<file path="src/rtl/cond_flag_unit_if.sv">
// Bundle-in / result-out handshake bundle for cond_flag_unit.
// master: the issue side (drives bundles, consumes results).
// slave: the condition unit itself.
interface cond_flag_unit_if #(
   parameter int unsigned LANES = 1,
   parameter int unsigned TAG_W = 6
);
   logic                 in_valid;
   logic                 in_ready;
   logic [4*LANES-1:0]   in_cond;
   logic [TAG_W-1:0]     in_tag;
   logic                 out_valid;
   logic                 out_ready;
   logic [LANES-1:0]     out_pass;
   logic [TAG_W-1:0]     out_tag;

   modport master (
      output in_valid, in_cond, in_tag, out_ready,
      input  in_ready, out_valid, out_pass, out_tag
   );

   modport slave (
      input  in_valid, in_cond, in_tag, out_ready,
      output in_ready, out_valid, out_pass, out_tag
   );
endinterface

</file>
<file path="src/rtl/cond_flag_unit.sv">
// Registered multi-lane ARM condition evaluator with its own NZCV flag register.
// Flag bit order everywhere: [3]=C, [2]=N, [1]=V, [0]=Z.
// Optional build macro: COND_FLAG_BYPASS_EN -- forward flag_wdata into the
// evaluation when a flag write and an accept land in the same cycle.
module cond_flag_unit #(
   parameter int unsigned LANES = 1,
   parameter int unsigned TAG_W = 6,
   parameter int unsigned CNT_W = 16
) (
   input  logic             clk,
   input  logic             rst_n,
   input  logic             flag_we,
   input  logic [3:0]       flag_wdata,
   input  logic             flag_pend,
   output logic [3:0]       flags,
   cond_flag_unit_if.slave  bus,
   output logic [CNT_W-1:0] annul_cnt
);

   logic [3:0]       flags_q;
   logic             out_valid_q;
   logic [LANES-1:0] pass_q;
   logic [LANES-1:0] pass_d;
   logic [TAG_W-1:0] tag_q;
   logic [CNT_W-1:0] cnt_q;
   logic [CNT_W-1:0] cnt_d;
   logic [CNT_W+2:0] cnt_sum;
   logic [2:0]       zeros;
   logic [3:0]       eval_flags;
   logic             in_ready;
   logic             accept;

   localparam logic [CNT_W+2:0] CntMax = {3'b000, {CNT_W{1'b1}}};

   function automatic logic cond_true(input logic [3:0] cond, input logic [3:0] f);
      logic c, n, v, z, r;
      c = f[3];
      n = f[2];
      v = f[1];
      z = f[0];
      case (cond)
         4'b0000: r = z;
         4'b0001: r = !z;
         4'b0010: r = c;
         4'b0011: r = !c;
         4'b0100: r = n;
         4'b0101: r = !n;
         4'b0110: r = v;
         4'b0111: r = !v;
         4'b1000: r = c & !z;
         4'b1001: r = !c | z;
         4'b1010: r = (n == v);
         4'b1011: r = (n != v);
         4'b1100: r = !z & (n == v);
         4'b1101: r = z | (n != v);
         4'b1110: r = 1'b1;
         default: r = 1'b0;
      endcase
      return r;
   endfunction

   // Flag pend stalls intake so a bundle never sees stale flags from an in-flight writer.
   assign in_ready     = (!out_valid_q | bus.out_ready) & !flag_pend;
   assign accept       = bus.in_valid & in_ready;
   assign bus.in_ready = in_ready;

`ifdef COND_FLAG_BYPASS_EN
   // Same-cycle forward of the incoming flag write.
   assign eval_flags = flag_we ? flag_wdata : flags_q;
`else
   assign eval_flags = flags_q;
`endif

   // Evaluate every lane against one shared flag value and count the failing lanes.
   always_comb begin
      pass_d = '0;
      zeros  = 3'd0;
      for (int i = 0; i < LANES; i++) begin
         pass_d[i] = cond_true(bus.in_cond[4*i +: 4], eval_flags);
         if (!pass_d[i]) zeros = zeros + 3'd1;
      end
   end

   // Saturating annul counter next state; widened sum so the clamp test cannot overflow.
   always_comb begin
      cnt_sum = {3'b000, cnt_q} + {{CNT_W{1'b0}}, zeros};
      cnt_d   = cnt_q;
      if (accept) begin
         cnt_d = (cnt_sum > CntMax) ? {CNT_W{1'b1}} : cnt_sum[CNT_W-1:0];
      end
   end

   // Architectural flag register; written regardless of handshake state.
   always_ff @(posedge clk or negedge rst_n) begin
      if (!rst_n) begin
         flags_q <= 4'b0000;
      end else if (flag_we) begin
         flags_q <= flag_wdata;
      end
   end

   // Output stage: load on accept, drain on consume, hold while stalled.
   always_ff @(posedge clk or negedge rst_n) begin
      if (!rst_n) begin
         out_valid_q <= 1'b0;
         pass_q      <= '0;
         tag_q       <= '0;
      end else if (accept) begin
         out_valid_q <= 1'b1;
         pass_q      <= pass_d;
         tag_q       <= bus.in_tag;
      end else if (bus.out_ready) begin
         out_valid_q <= 1'b0;
      end
   end

   // Annul counter register.
   always_ff @(posedge clk or negedge rst_n) begin
      if (!rst_n) begin
         cnt_q <= '0;
      end else begin
         cnt_q <= cnt_d;
      end
   end

   assign flags         = flags_q;
   assign bus.out_valid = out_valid_q;
   assign bus.out_pass  = pass_q;
   assign bus.out_tag   = tag_q;
   assign annul_cnt     = cnt_q;

endmodule

</file>
<file path="src/flat_wrapper.sv">
// flat-port wrapper written by rule: the top's interface ports become plain ports
module cond_flag_unit_flat 
#(
   parameter int unsigned LANES = 1,
   parameter int unsigned TAG_W = 6,
   parameter int unsigned CNT_W = 16
)
  (clk, rst_n, flag_we, flag_wdata, flag_pend, flags, annul_cnt, bus_in_valid, bus_in_cond, bus_in_tag, bus_out_ready, bus_in_ready, bus_out_valid, bus_out_pass, bus_out_tag);
  cond_flag_unit_if #(.LANES(LANES), .TAG_W(TAG_W)) bus_i ();
  input  logic clk;
  input  logic rst_n;
  input  logic flag_we;
  input  logic [3:0] flag_wdata;
  input  logic flag_pend;
  output logic [3:0] flags;
  output logic [CNT_W-1:0] annul_cnt;
  input wire logic [$bits(bus_i.in_valid)-1:0] bus_in_valid;
  input wire logic [$bits(bus_i.in_cond)-1:0] bus_in_cond;
  input wire logic [$bits(bus_i.in_tag)-1:0] bus_in_tag;
  input wire logic [$bits(bus_i.out_ready)-1:0] bus_out_ready;
  output wire logic [$bits(bus_i.in_ready)-1:0] bus_in_ready;
  output wire logic [$bits(bus_i.out_valid)-1:0] bus_out_valid;
  output wire logic [$bits(bus_i.out_pass)-1:0] bus_out_pass;
  output wire logic [$bits(bus_i.out_tag)-1:0] bus_out_tag;
  assign bus_i.in_valid = bus_in_valid;
  assign bus_i.in_cond = bus_in_cond;
  assign bus_i.in_tag = bus_in_tag;
  assign bus_i.out_ready = bus_out_ready;
  assign bus_in_ready = bus_i.in_ready;
  assign bus_out_valid = bus_i.out_valid;
  assign bus_out_pass = bus_i.out_pass;
  assign bus_out_tag = bus_i.out_tag;
  cond_flag_unit #(.LANES(LANES), .TAG_W(TAG_W), .CNT_W(CNT_W)) u_core (.clk(clk), .rst_n(rst_n), .flag_we(flag_we), .flag_wdata(flag_wdata), .flag_pend(flag_pend), .flags(flags), .bus(bus_i), .annul_cnt(annul_cnt));
endmodule
</file>
<file path="config.mk">
export PLATFORM = sky130hd
export DESIGN_NAME = cond_flag_unit_flat
export DESIGN_NICKNAME = d
export VERILOG_FILES = /design/src/rtl/cond_flag_unit_if.sv /design/src/rtl/cond_flag_unit.sv /design/src/flat_wrapper.sv
export SDC_FILE = /design/constraint.sdc
export NUM_CORES = 1
export LEC_CHECK = 0
export BUFFER_PORTS_ARGS = -buffer_cell sky130_fd_sc_hd__buf_2
export CAP_MARGIN = 20
export CORE_UTILIZATION = 45
export CTS_CLUSTER_SIZE = 24
export DETAILED_ROUTE_END_ITERATION = 7
export PLACE_DENSITY = 0.75
export RECOVER_POWER = 100
export SYNTH_ARGS = -nofsm -noshare
export SYNTH_HDL_FRONTEND = slang
export SYNTH_SLANG_ARGS = --single-unit
</file>
<file path="constraint.sdc">
create_clock -name clk -period 2.2 [get_ports clk]
set_input_delay 0.11 -clock clk [delete_from_list [all_inputs] [get_ports clk]]
set_output_delay 0.11 -clock clk [all_outputs]
set_load 0.05 [all_outputs]
</file>
==> reports/metrics.cfg, run 1 <==
[finish]
drive_gt1_share_pct = 50.0
diodes = 0
nFillCells = 220
final_nets = 261
area_delta_synth_final_pct = 54.0

[synthesis]
syn_avg_cell_area_um2 = 9.42
yosysTopAreaCell = dfrtp_1
yosysTopAreaCellShare_pct = 47.4
synth.distinct_cells = 40
synth_seq_cells = 28
ys_async_sr_fraction_pct = 100
netlist_area_mm2 = 0.00148
synthCells = 157
synthTopCellsByArea = dfrtp_1 (47%), mux2_2 (7.6%), nand2_1 (7.4%), nand3_1 (5.4%), o21a_1 (3.6%)
synth_edf_count = 0
syn_nets = 179
yosysWarnings = 0
yosysSeqAreaShare_pct = 47.4
ys.flop_type = dfrtp_1

[place]
dpl.hpwl_mm = 2.67
place_congestion = 0.859
portBuffers = 48

[global_route]
grt_pass1_wl_mm = 6.80
antenna_found_initial = 0
grt_pass1_vias = 1422
grt-ovfl-total = 0
grt_max_degree = 29
grt_use_total_pct = 25.8

[critical_path]
end_kind = register
critPathKind = reg -> reg
worstPathArrival_ns = 2.79
startpoint_type = register
crit_buf_inv = 1
startpoint = u_core.flags[2]$_DFFE_PN0P_
max_stage_delay_ns = 0.49
r2r_start = u_core.flags[2]$_DFFE_PN0P_
crit_required_ns = 2.44
cp_slowest_cell = dfrtp_2
cp_top_family = simple AND/OR/NAND/NOR gates
path_cells = mux2i_2 -> or4_4 -> o311ai_4 -> nor4bb_4 -> ha_2 -> nand4_1 -> buf_4 -> nor2_4 -> nand3_2 -> mux2_4
worstPathMaxFanout = 5

[power]
leakage_nw = 1.10
power_density_mw_per_mm2 = 757
power_frac_clock_pct = 15.0
switchingPower_mw = 0.768
p_comb_share_pct = 43.9
ir_drop_v = 0.000723
seqPwrFrac_pct = 41.0
intPower_mw = 0.956
swShare_pct = 44.6

[timing]
slew_violations = 29
fin_skew_ns = 0.00657
hold_viol = 0
setup_slack_ns = -0.348
whs_ns = 0.00384
finalCritPeriodShare_pct = 116
max_freq_ghz = 0.392
rsz0062_at_grt = yes
post-route-min-period_ns = 2.55
slew_headroom_pct = -4.32
final-setup-viol-count = 16
setup_tns_ns = -4.45
worst_pin_slew_ns = 1.56

[clocking]
clk_pin_slew_ns = 0.15
numClockSinks = 28
cts_tree = yes
htreeDepth = 1
cts_root_buf = clkbuf_4
clkLatencyLatePin_ns = 0.34
clock_tree.buffer_depth = 2
cts_buffers = 3

[floorplan]
io_pins = 49
core_mm2 = 0.00308
die_h_um = 59.3
initial_core_util_pct = 48.0
die_x_um = 59.3
dieArea_mm2 = 0.00352
row_count = 20

[worst_hold_path]
hp-start = flag_wdata[1]
hold_class = in -> reg

[routing]
route.antenna.remaining_nets = 0
routed_wl_mm = 4.33
dr.first_iter.drc_count = 77
vias = 1522
routed_via_density = 5.40
wire_per_inst_um = 15.3
drc_errors = 0
first_pass_iters = 4

[outcome]
status = complete, but fails checks
violations = capacitance limit, slew limit, setup timing

[flow_run]
drv_cap = 1

[final timing paths]
kind	slack [ns]	cells past startpoint	end
worst max register to register	-0.35	10	u_core.annul_cnt[9]$_DFFE_PN0P_
max in group asynchronous	0.53	2	u_core.flags[1]$_DFFE_PN0P_
worst min register to register	0.49	2	u_core.bus.out_tag[1]$_DFFE_PN0P_
min in group asynchronous	0.67	2	u_core.annul_cnt[2]$_DFFE_PN0P_
worst max-delay path	-0.35	10	u_core.annul_cnt[9]$_DFFE_PN0P_
worst min-delay path	0.004	2	u_core.flags[1]$_DFFE_PN0P_
[state kept, by name, summed over array words and instances, names as in the netlist]
register,flops
u_core.bus.out_valid,1
u_core.bus.out_tag,6
u_core.flags,4
u_core.annul_cnt,16
u_core.bus.out_pass,1
[per-layer routing]
| metal | GRT usage [%] | up-vias | wire length [um] |
|---|---|---|---|
| met5 | 0 | - | 0 |
| met4 | 10.2 | 0 | 54 |
| met3 | 3.49 | 7 | 139 |
| met2 | 41.6 | 38 | 2240 |
| met1 | 35.2 | 758 | 1890 |
| li1 | - | 719 | - |
[logic make-up after synthesis]
kind of cell	Yosys count	synth area share, %
AND/OR/NAND/NOR	81	27.4
flip-flops	28	47.4
AO/OA/AOI/OAI	20	9.73
buffers and inverters	12	3.72
multiplexers	11	8.29
XOR/XNOR	3	1.78
adder cells (fa/ha/maj)	2	1.69
[repair_timing]
item	4_1_cts	5_1_grt
buffers inserted	5	1
hold buffers	10	0
setup endpoints to repair	16	16
resized for setup	10	15
cloned	1	0
endpoints found under the hold margin	37	0
pin swaps	7	7
[area by class of cell]
| type | count | area (um^2) | area share (%) |
|---|---|---|---|
| Sequential cell | 28 | 706 | 31.0 |
| Tap cell | 44 | 55.1 | 2.42 |
| Timing Repair Buffer | 85 | 569 | 25.0 |
| Inverter | 4 | 15.0 | 0.659 |
| Clock buffer | 4 | 36.3 | 1.59 |
| Multi-Input combinational cell | 117 | 896 | 39.3 |
[stage by stage]
| step | setup WS (ns) | util [%] | power [mW] | std cells | cell area [um^2] |
|---|---|---|---|---|---|
| 6_report | -0.348 | 74.0 | 1.72 | 282 | 2280 |
| 5_1_grt | -0.451 | 74.0 | 1.80 | 282 | 2280 |
| 4_1_cts | -0.238 | 71.5 | 1.68 | 281 | 2200 |
| 3_5_place_dp | -0.306 | 64.1 | 1.37 | 261 | 1970 |
| 3_3_place_gp | -0.197 | 64.1 | 1.34 | 261 | 1970 |
| 2_1_floorplan | -0.327 | - | 1.16 | 157 | 1560 |
[synthesized netlist by cell type, types with 2 or more instances]
library cell,instances
nor3_1,2
mux2_2,10
and2_1,2
nor2b_1,2
xor2_1,2
dfrtp_1,28
o21a_1,7
nand4_1,4
nand3_1,16
a21oi_1,4
inv_1,4
nand2_1,29
o31a_1,2
clkbuf_1,4
buf_2,2
and4_1,2
ha_1,2
nor2_1,10
and3_1,2
nand2b_1,3
[power by group through the flow]
stage          sequential (mW)  clock (mW)  combinational (mW)
2_1_floorplan            0.976           0               0.187
3_3_place_gp             0.698           0               0.645
5_1_grt                  0.718       0.285               0.800
3_5_place_dp             0.708           0               0.659
6_report                 0.707       0.259               0.758
4_1_cts                  0.700       0.263               0.713
[worst register-to-register path: stages, from the launching register on]
cell      delay, ns
dfrtp_2        0.49
mux2i_2        0.17
or4_4          0.16
o311ai_4       0.11
nor4bb_4       0.32
ha_2           0.29
nand4_1        0.22
buf_4          0.24
nor2_4         0.09
nand3_2        0.07
mux2_4         0.30
[cell usage in the layout, fill, tap and decap left out, types with 7 or more instances in the layout]
| cell | Yosys | routed |
|---|---|---|
| dfrtp_1 | 28 | 24 |
| buf_2 | 2 | 47 |
| nand3_1 | 16 | 8 |
| buf_4 | 0 | 23 |
| nand2_1 | 29 | 27 |
| mux2_2 | 10 | 8 |
| o21a_1 | 7 | 7 |
| nor2_1 | 10 | 8 |
| nand3_2 | 0 | 8 |
| dlygate4sd3_1 | 0 | 10 |
No activity file was read; power rests on OpenSTA's default activity.
==> run 2: changes to the inputs <==
--- a/config.mk
+++ b/config.mk
@@ -10,7 +10,7 @@
 export CORE_UTILIZATION = 45
 export CTS_CLUSTER_SIZE = 24
 export DETAILED_ROUTE_END_ITERATION = 7
-export PLACE_DENSITY = 0.75
+export PLACE_DENSITY_LB_ADDON = 0.3
 export RECOVER_POWER = 100
 export SYNTH_ARGS = -nofsm -noshare
 export SYNTH_HDL_FRONTEND = slang
==> reports/metrics.cfg, run 2 (synthesis gave the netlist of run 1 again) <==
[outcome]
status = complete, but fails checks  ; unchanged
violations = setup timing  ; was capacitance limit, slew limit, setup timing

[floorplan]
die_h_um = 59.3  ; unchanged
initial_core_util_pct = 48.0  ; unchanged
core_mm2 = 0.00308  ; unchanged
dieArea_mm2 = 0.00352  ; unchanged
row_count = 20  ; unchanged
io_pins = 49  ; unchanged
die_x_um = 59.3  ; unchanged

[clocking]
numClockSinks = 28  ; unchanged
clock_tree.buffer_depth = 2  ; unchanged
htreeDepth = 1  ; unchanged
cts_buffers = 3  ; unchanged
cts_root_buf = clkbuf_4  ; unchanged
clkLatencyLatePin_ns = 0.33  ; was 0.34 ns
cts_tree = yes  ; unchanged
clk_pin_slew_ns = 0.14  ; was 0.15 ns

[power]
power.total_mw = 1.64  ; was 1.72 mW
intPower_mw = 0.926  ; was 0.956 mW
power_density_mw_per_mm2 = 752  ; was 757 mW/mm^2
swShare_pct = 43.5  ; was 44.6%
p_comb_share_pct = 42.7  ; was 43.9%
seqPwrFrac_pct = 42.2  ; was 41.0%
leakage_nw = 1.05  ; was 1.10 nW
ir_drop_v = 0.000576  ; was 0.000723 V
switchingPower_mw = 0.714  ; was 0.768 mW
power_frac_clock_pct = 15.1  ; was 15.0%

[place]
dpl_cell_area_mm2 = 0.00194  ; was 0.00197 mm^2
portBuffers = 48  ; unchanged
dpl.cell_count = 258  ; was 261
place_congestion = 0.810  ; was 0.859
dpl.hpwl_mm = 2.51  ; was 2.67 mm

[timing]
final-setup-viol-count = 16  ; unchanged
worst_pin_slew_ns = 1.47  ; was 1.56 ns
fin_skew_ns = 0.00239  ; was 0.00657 ns
setup_slack_ns = -0.260  ; was -0.348 ns
finalCritPeriodShare_pct = 112  ; was 116%
slew_violations = 0  ; was 29
post-route-min-period_ns = 2.46  ; was 2.55 ns
slew_headroom_pct = 1.70  ; was -4.32%
rsz0062_at_grt = yes  ; unchanged
max_freq_ghz = 0.406  ; was 0.392 GHz
hold_viol = 0  ; unchanged

[finish]
post-route-util_pct = 70.9  ; was 74.0%
final_common_cell = buf_2  ; unchanged
layout_common_cells = buf_2 (47), nand2_1 (28), dfrtp_1 (24)  ; was buf_2 (47), nand2_1 (27), dfrtp_1 (24)
largest_reg_flops = 16  ; unchanged
diodes = 0  ; unchanged
drive_gt1_share_pct = 47.0  ; was 50.0%
final_area_mm2 = 0.00218  ; was 0.00228 mm^2
final_nets = 255  ; was 261
area_delta_synth_final_pct = 47.5  ; was 54.0%
nFillCells = 251  ; was 220
fin_cells = 276  ; was 282

[global_route]
grt_use_total_pct = 21.3  ; was 25.8%
grt_pass1_wl_mm = 5.67  ; was 6.80 mm
grt_pass1_vias = 1395  ; was 1422
grt-ovfl-total = 0  ; unchanged
antenna_found_initial = 0  ; unchanged
grt_max_degree = 29  ; unchanged

[critical_path]
critPathKind = reg -> reg  ; unchanged
crit_required_ns = 2.48  ; was 2.44 ns
startpoint_type = register  ; unchanged
worstPathArrival_ns = 2.74  ; was 2.79 ns
worstPathMaxFanout = 9  ; was 5
end_kind = register  ; unchanged

[routing]
vias = 1473  ; was 1522
route.antenna.remaining_nets = 0  ; unchanged
wire_per_inst_um = 13.2  ; was 15.3 um
routed_wl_mm = 3.66  ; was 4.33 mm
dr.first_iter.drc_count = 49  ; was 77
routed_via_density = 5.34  ; was 5.40
first_pass_iters = 4  ; unchanged
drc_errors = 0  ; unchanged

[worst_hold_path]
hold_class = in -> reg  ; unchanged

[flow_run]
drv_cap = 0  ; was 1

==> run 2: per-layer routing <==
layer  global-route usage (%)  up-vias  wire, um
met5                        0        -         0
met3                     2.62       10       162
met1                     25.5      709      1570
met4                     9.52        0       116
li1                         -      706         -
met2                     38.0       48      1810
==> run 2: area by class of cell <==
type,count,area [um^2],area share [%]
multi-input cells,117,866,39.7
inverters,4,15.0,0.688
flip-flops and latches,28,706,32.3
clock buffers,4,36.3,1.66
well taps,44,55.1,2.52
repair buffers,79,504,23.1
==> run 2: final timing paths <==
kind	from	to	slack, ns	cells after the start
worst min register to register	u_core.bus.out_tag[0]$_DFFE_PN0P_	u_core.bus.out_tag[0]$_DFFE_PN0P_	0.49	2
max in group asynchronous	rst_n	u_core.flags[1]$_DFFE_PN0P_	0.60	2
worst max-delay path	u_core.flags[2]$_DFFE_PN0P_	u_core.annul_cnt[3]$_DFFE_PN0P_	-0.26	11
worst max register to register	u_core.flags[2]$_DFFE_PN0P_	u_core.annul_cnt[3]$_DFFE_PN0P_	-0.26	11
worst min-delay path	flag_wdata[2]	u_core.flags[2]$_DFFE_PN0P_	0.008	2
min in group asynchronous	rst_n	u_core.annul_cnt[2]$_DFFE_PN0P_	0.65	2
==> run 2: repair_timing <==
item	in CTS	in global routing
hold buffers	9	1
endpoints found under the setup margin	16	16
endpoints found under the hold margin	36	1
pin swaps	2	8
resized for setup	2	13
buffers inserted	1	3
==> run 2: power groups by stage <==
stage | logic (mW) | registers, mW | clock network [mW]
after floorplan | 0.187 | 0.976 | 0
after global placement | 0.627 | 0.699 | 0
after detailed placement | 0.641 | 0.703 | 0
after CTS | 0.661 | 0.693 | 0.254
after global routing | 0.746 | 0.705 | 0.268
final | 0.700 | 0.692 | 0.248
==> run 2: metrics by stage <==
stage | TNS (ns) | hold slack (ns) | setup WS (ns)
floorplan | -4.55 | -0.186 | -0.327
global placement | -2.84 | 0.153 | -0.205
detailed placement | -4.03 | 0.157 | -0.314
CTS | -3.97 | 0.00265 | -0.341
global route | -5.80 | 0.00734 | -0.396
finish | -3.58 | 0.00828 | -0.260
==> run 2: worst max-delay path, cell delays in order, from the launching register on <==
cell,delay (ns)
dfrtp_2,0.49
xnor2_2,0.20
o32a_1,0.18
a311o_1,0.15
nor4bb_4,0.22
ha_2,0.27
ha_4,0.15
nand2_4,0.05
or3_4,0.34
buf_6,0.16
nand2_1,0.06
mux2_2,0.14
==> run 3: changes to the inputs <==
==> constraint.sdc (replaced) <==
create_clock -name clk -period 2.2 [get_ports clk]
set_input_delay 0.22 -clock clk [delete_from_list [all_inputs] [get_ports clk]]
set_output_delay 0.22 -clock clk [all_outputs]
set_load 0.05 [all_outputs]
==> reports/metrics.cfg, run 3 (synthesis gave the netlist of run 1 again) <==
[outcome]
status = complete, but fails checks  ; unchanged
violations = capacitance limit, slew limit, setup timing  ; was setup timing

[finish]
final_nets = 246  ; was 255
nFillCells = 236  ; was 251
final_common_cell = buf_2  ; unchanged
diodes = 0  ; unchanged
drive_gt1_share_pct = 50.2  ; was 47.0%
largest_reg_flops = 16  ; unchanged
final_area_mm2 = 0.00211  ; was 0.00218 mm^2
layout_common_cells = buf_2 (47), nand2_1 (29), dfrtp_1 (24)  ; was buf_2 (47), nand2_1 (28), dfrtp_1 (24)
area_delta_synth_final_pct = 42.8  ; was 47.5%

[floorplan]
die_x_um = 59.3  ; unchanged
core_mm2 = 0.00308  ; unchanged
row_count = 20  ; unchanged
dieArea_mm2 = 0.00352  ; unchanged
initial_core_util_pct = 48.0  ; unchanged
io_pins = 49  ; unchanged
die_h_um = 59.3  ; unchanged

[timing]
finalCritPeriodShare_pct = 112  ; about the same
worst_pin_slew_ns = 1.51  ; was 1.47 ns
setup_slack_ns = -0.271  ; was -0.260 ns
final-setup-viol-count = 16  ; unchanged
rsz0062_at_grt = yes  ; unchanged
slew_headroom_pct = -0.340  ; was 1.70%
slew_violations = 28  ; was 0
whs_ns = 0.0698  ; was 0.00828 ns
hold_viol = 0  ; unchanged
fin_skew_ns = 0.00856  ; was 0.00239 ns
max_freq_ghz = 0.405  ; was 0.406 GHz
post-route-min-period_ns = 2.47  ; was 2.46 ns

[global_route]
grt_util_met3_pct = 1.97  ; was 2.62%
grt_use_met2_pct = 41.1  ; was 38.0%
grt_pass1_vias = 1405  ; was 1395
grt_busiest_layer = met2  ; unchanged
grt-ovfl-total = 0  ; unchanged
grt_pass1_wl_mm = 6.15  ; was 5.67 mm
antenna_found_initial = 0  ; unchanged
met1_usage_pct = 27.8  ; was 25.5%
grt_use_total_pct = 22.8  ; was 21.3%
grt_max_degree = 29  ; unchanged

[clocking]
cts_root_buf = clkbuf_4  ; unchanged
clk_pin_slew_ns = 0.15  ; was 0.14 ns
clock_tree.buffer_depth = 2  ; unchanged
numClockSinks = 28  ; unchanged
cts_buffers = 3  ; unchanged
htreeDepth = 1  ; unchanged
clkLatencyLatePin_ns = 0.33  ; about the same
cts_tree = yes  ; unchanged

[power]
seqPwrFrac_pct = 42.6  ; was 42.2%
power_frac_clock_pct = 15.6  ; was 15.1%
switchingPower_mw = 0.729  ; was 0.714 mW
swShare_pct = 44.3  ; was 43.5%
p_comb_share_pct = 41.8  ; was 42.7%
ir_drop_v = 0.000513  ; was 0.000576 V
leakage_nw = 1.01  ; was 1.05 nW
power_density_mw_per_mm2 = 779  ; was 752 mW/mm^2
intPower_mw = 0.916  ; was 0.926 mW

[routing]
drc_errors = 0  ; unchanged
vias = 1398  ; was 1473
wire_per_inst_um = 13.6  ; was 13.2 um
first_pass_iters = 4  ; unchanged
route.antenna.remaining_nets = 0  ; unchanged
routed_via_density = 5.24  ; was 5.34
dr.first_iter.drc_count = 99  ; was 49
routed_wl_mm = 3.62  ; was 3.66 mm

[critical_path]
end_kind = register  ; unchanged
worstPathMaxFanout = 7  ; was 9
startpoint = u_core.flags[2]$_DFFE_PN0P_  ; unchanged
path_cells = nor2_2 -> o2111ai_2 -> o311ai_4 -> nor4bb_4 -> ha_2 -> ha_4 -> nand2_4 -> or3_4 -> buf_6 -> nand3_2 -> o21a_1  ; was xnor2_2 -> o32a_1 -> a311o_1 -> nor4bb_4 -> ha_2 -> ha_4 -> nand2_4 -> or3_4 -> buf_6 -> nand2_1 -> mux2_2
cp_slowest_cell = dfrtp_2  ; unchanged
max_stage_delay_ns = 0.46  ; was 0.49 ns
critPathKind = reg -> reg  ; unchanged
worstPathArrival_ns = 2.75  ; was 2.74 ns
startpoint_type = register  ; unchanged
r2r_start = u_core.flags[2]$_DFFE_PN0P_  ; unchanged
crit_required_ns = 2.48  ; about the same

[place]
dpl_cell_area_mm2 = 0.00195  ; was 0.00194 mm^2
dpl.hpwl_mm = 2.57  ; was 2.51 mm
portBuffers = 48  ; unchanged
place_congestion = 0.764  ; was 0.810

[worst_hold_path]
hp-start = bus_in_tag[4]  ; was flag_wdata[2]
hold_class = in -> reg  ; unchanged

[flow_run]
drv_cap = 1  ; was 0

[run 3: changes by cell type in the layout (fill, tap and decap cells not counted), sizes merged]
cell | previous run | this run
dlygate4sd3 | 10 | 1
[run 3: area by class of cell]
cell class,count,area (um^2),share of cell area [%]
tap,44,55.1,2.61
inverter,4,15.0,0.711
clock buffer,4,36.3,1.72
multi-input combinational,117,882,41.8
sequential,28,706,33.4
timing repair buffer,70,418,19.8
[run 3: power groups by stage]
stage / logic [mW] / registers, mW / clock network (mW)
after detailed placement: 0.650 / 0.708 / 0
after global routing: 0.729 / 0.718 / 0.281
final: 0.688 / 0.700 / 0.257
after global placement: 0.639 / 0.703 / 0
after CTS: 0.676 / 0.697 / 0.261
after floorplan: 0.195 / 0.976 / 0
[run 3: final timing paths]
| check | end | slack (ns) | depth (start not counted) |
|---|---|---|---|
| worst max-delay path | u_core.annul_cnt[6]$_DFFE_PN0P_ | -0.27 | 11 |
| worst min-delay path | u_core.bus.out_tag[4]$_DFFE_PN0P_ | 0.07 | 3 |
| worst max register to register | u_core.annul_cnt[6]$_DFFE_PN0P_ | -0.27 | 11 |
| worst min register to register | u_core.bus.out_tag[2]$_DFFE_PN0P_ | 0.49 | 2 |
| max in group asynchronous | u_core.flags[2]$_DFFE_PN0P_ | 0.45 | 2 |
| min in group asynchronous | u_core.annul_cnt[3]$_DFFE_PN0P_ | 0.78 | 2 |
[run 3: per-stage QoR]
stage / setup slack [ns] / power (mW) / TNS, ns / utilization, % / instances
6_report: -0.271 / 1.64 / -3.60 / 68.6 / 267
4_1_cts: -0.296 / 1.63 / -4.08 / 67.1 / 267
3_3_place_gp: -0.315 / 1.34 / -4.41 / 63.5 / 259
2_1_floorplan: -0.327 / 1.17 / -4.55 / - / 157
5_1_grt: -0.415 / 1.73 / -5.87 / 68.6 / 267
3_5_place_dp: -0.372 / 1.36 / -5.35 / 63.5 / 259
[run 3: worst max-delay path: cells and delay by family, from the launching register on]
family | cells | cell delay, ns
AO/OA/AOI/OAI | 3 | 0.49
adder cells (fa/ha/maj) | 2 | 0.42
buffers and inverters | 1 | 0.15
flip-flops | 1 | 0.46
AND/OR/NAND/NOR | 5 | 0.90
[run 3: timing repair]
action	4_1_cts	5_1_grt
gates resized for setup	8	10
hold endpoints to repair	28	0
hold buffers	1	0
setup endpoints to repair	16	16
pin swaps	2	4
gates cloned	0	0
setup buffers	3	0
[run 3: layer usage]
| metal | vias to the layer above | part of all wire (%) |
|---|---|---|
| li1 | 687 | - |
| met1 | 666 | 43 |
| met2 | 35 | 51 |
| met3 | 10 | 3.0 |
| met4 | 0 | 2.7 |
| met5 | - | 0 |
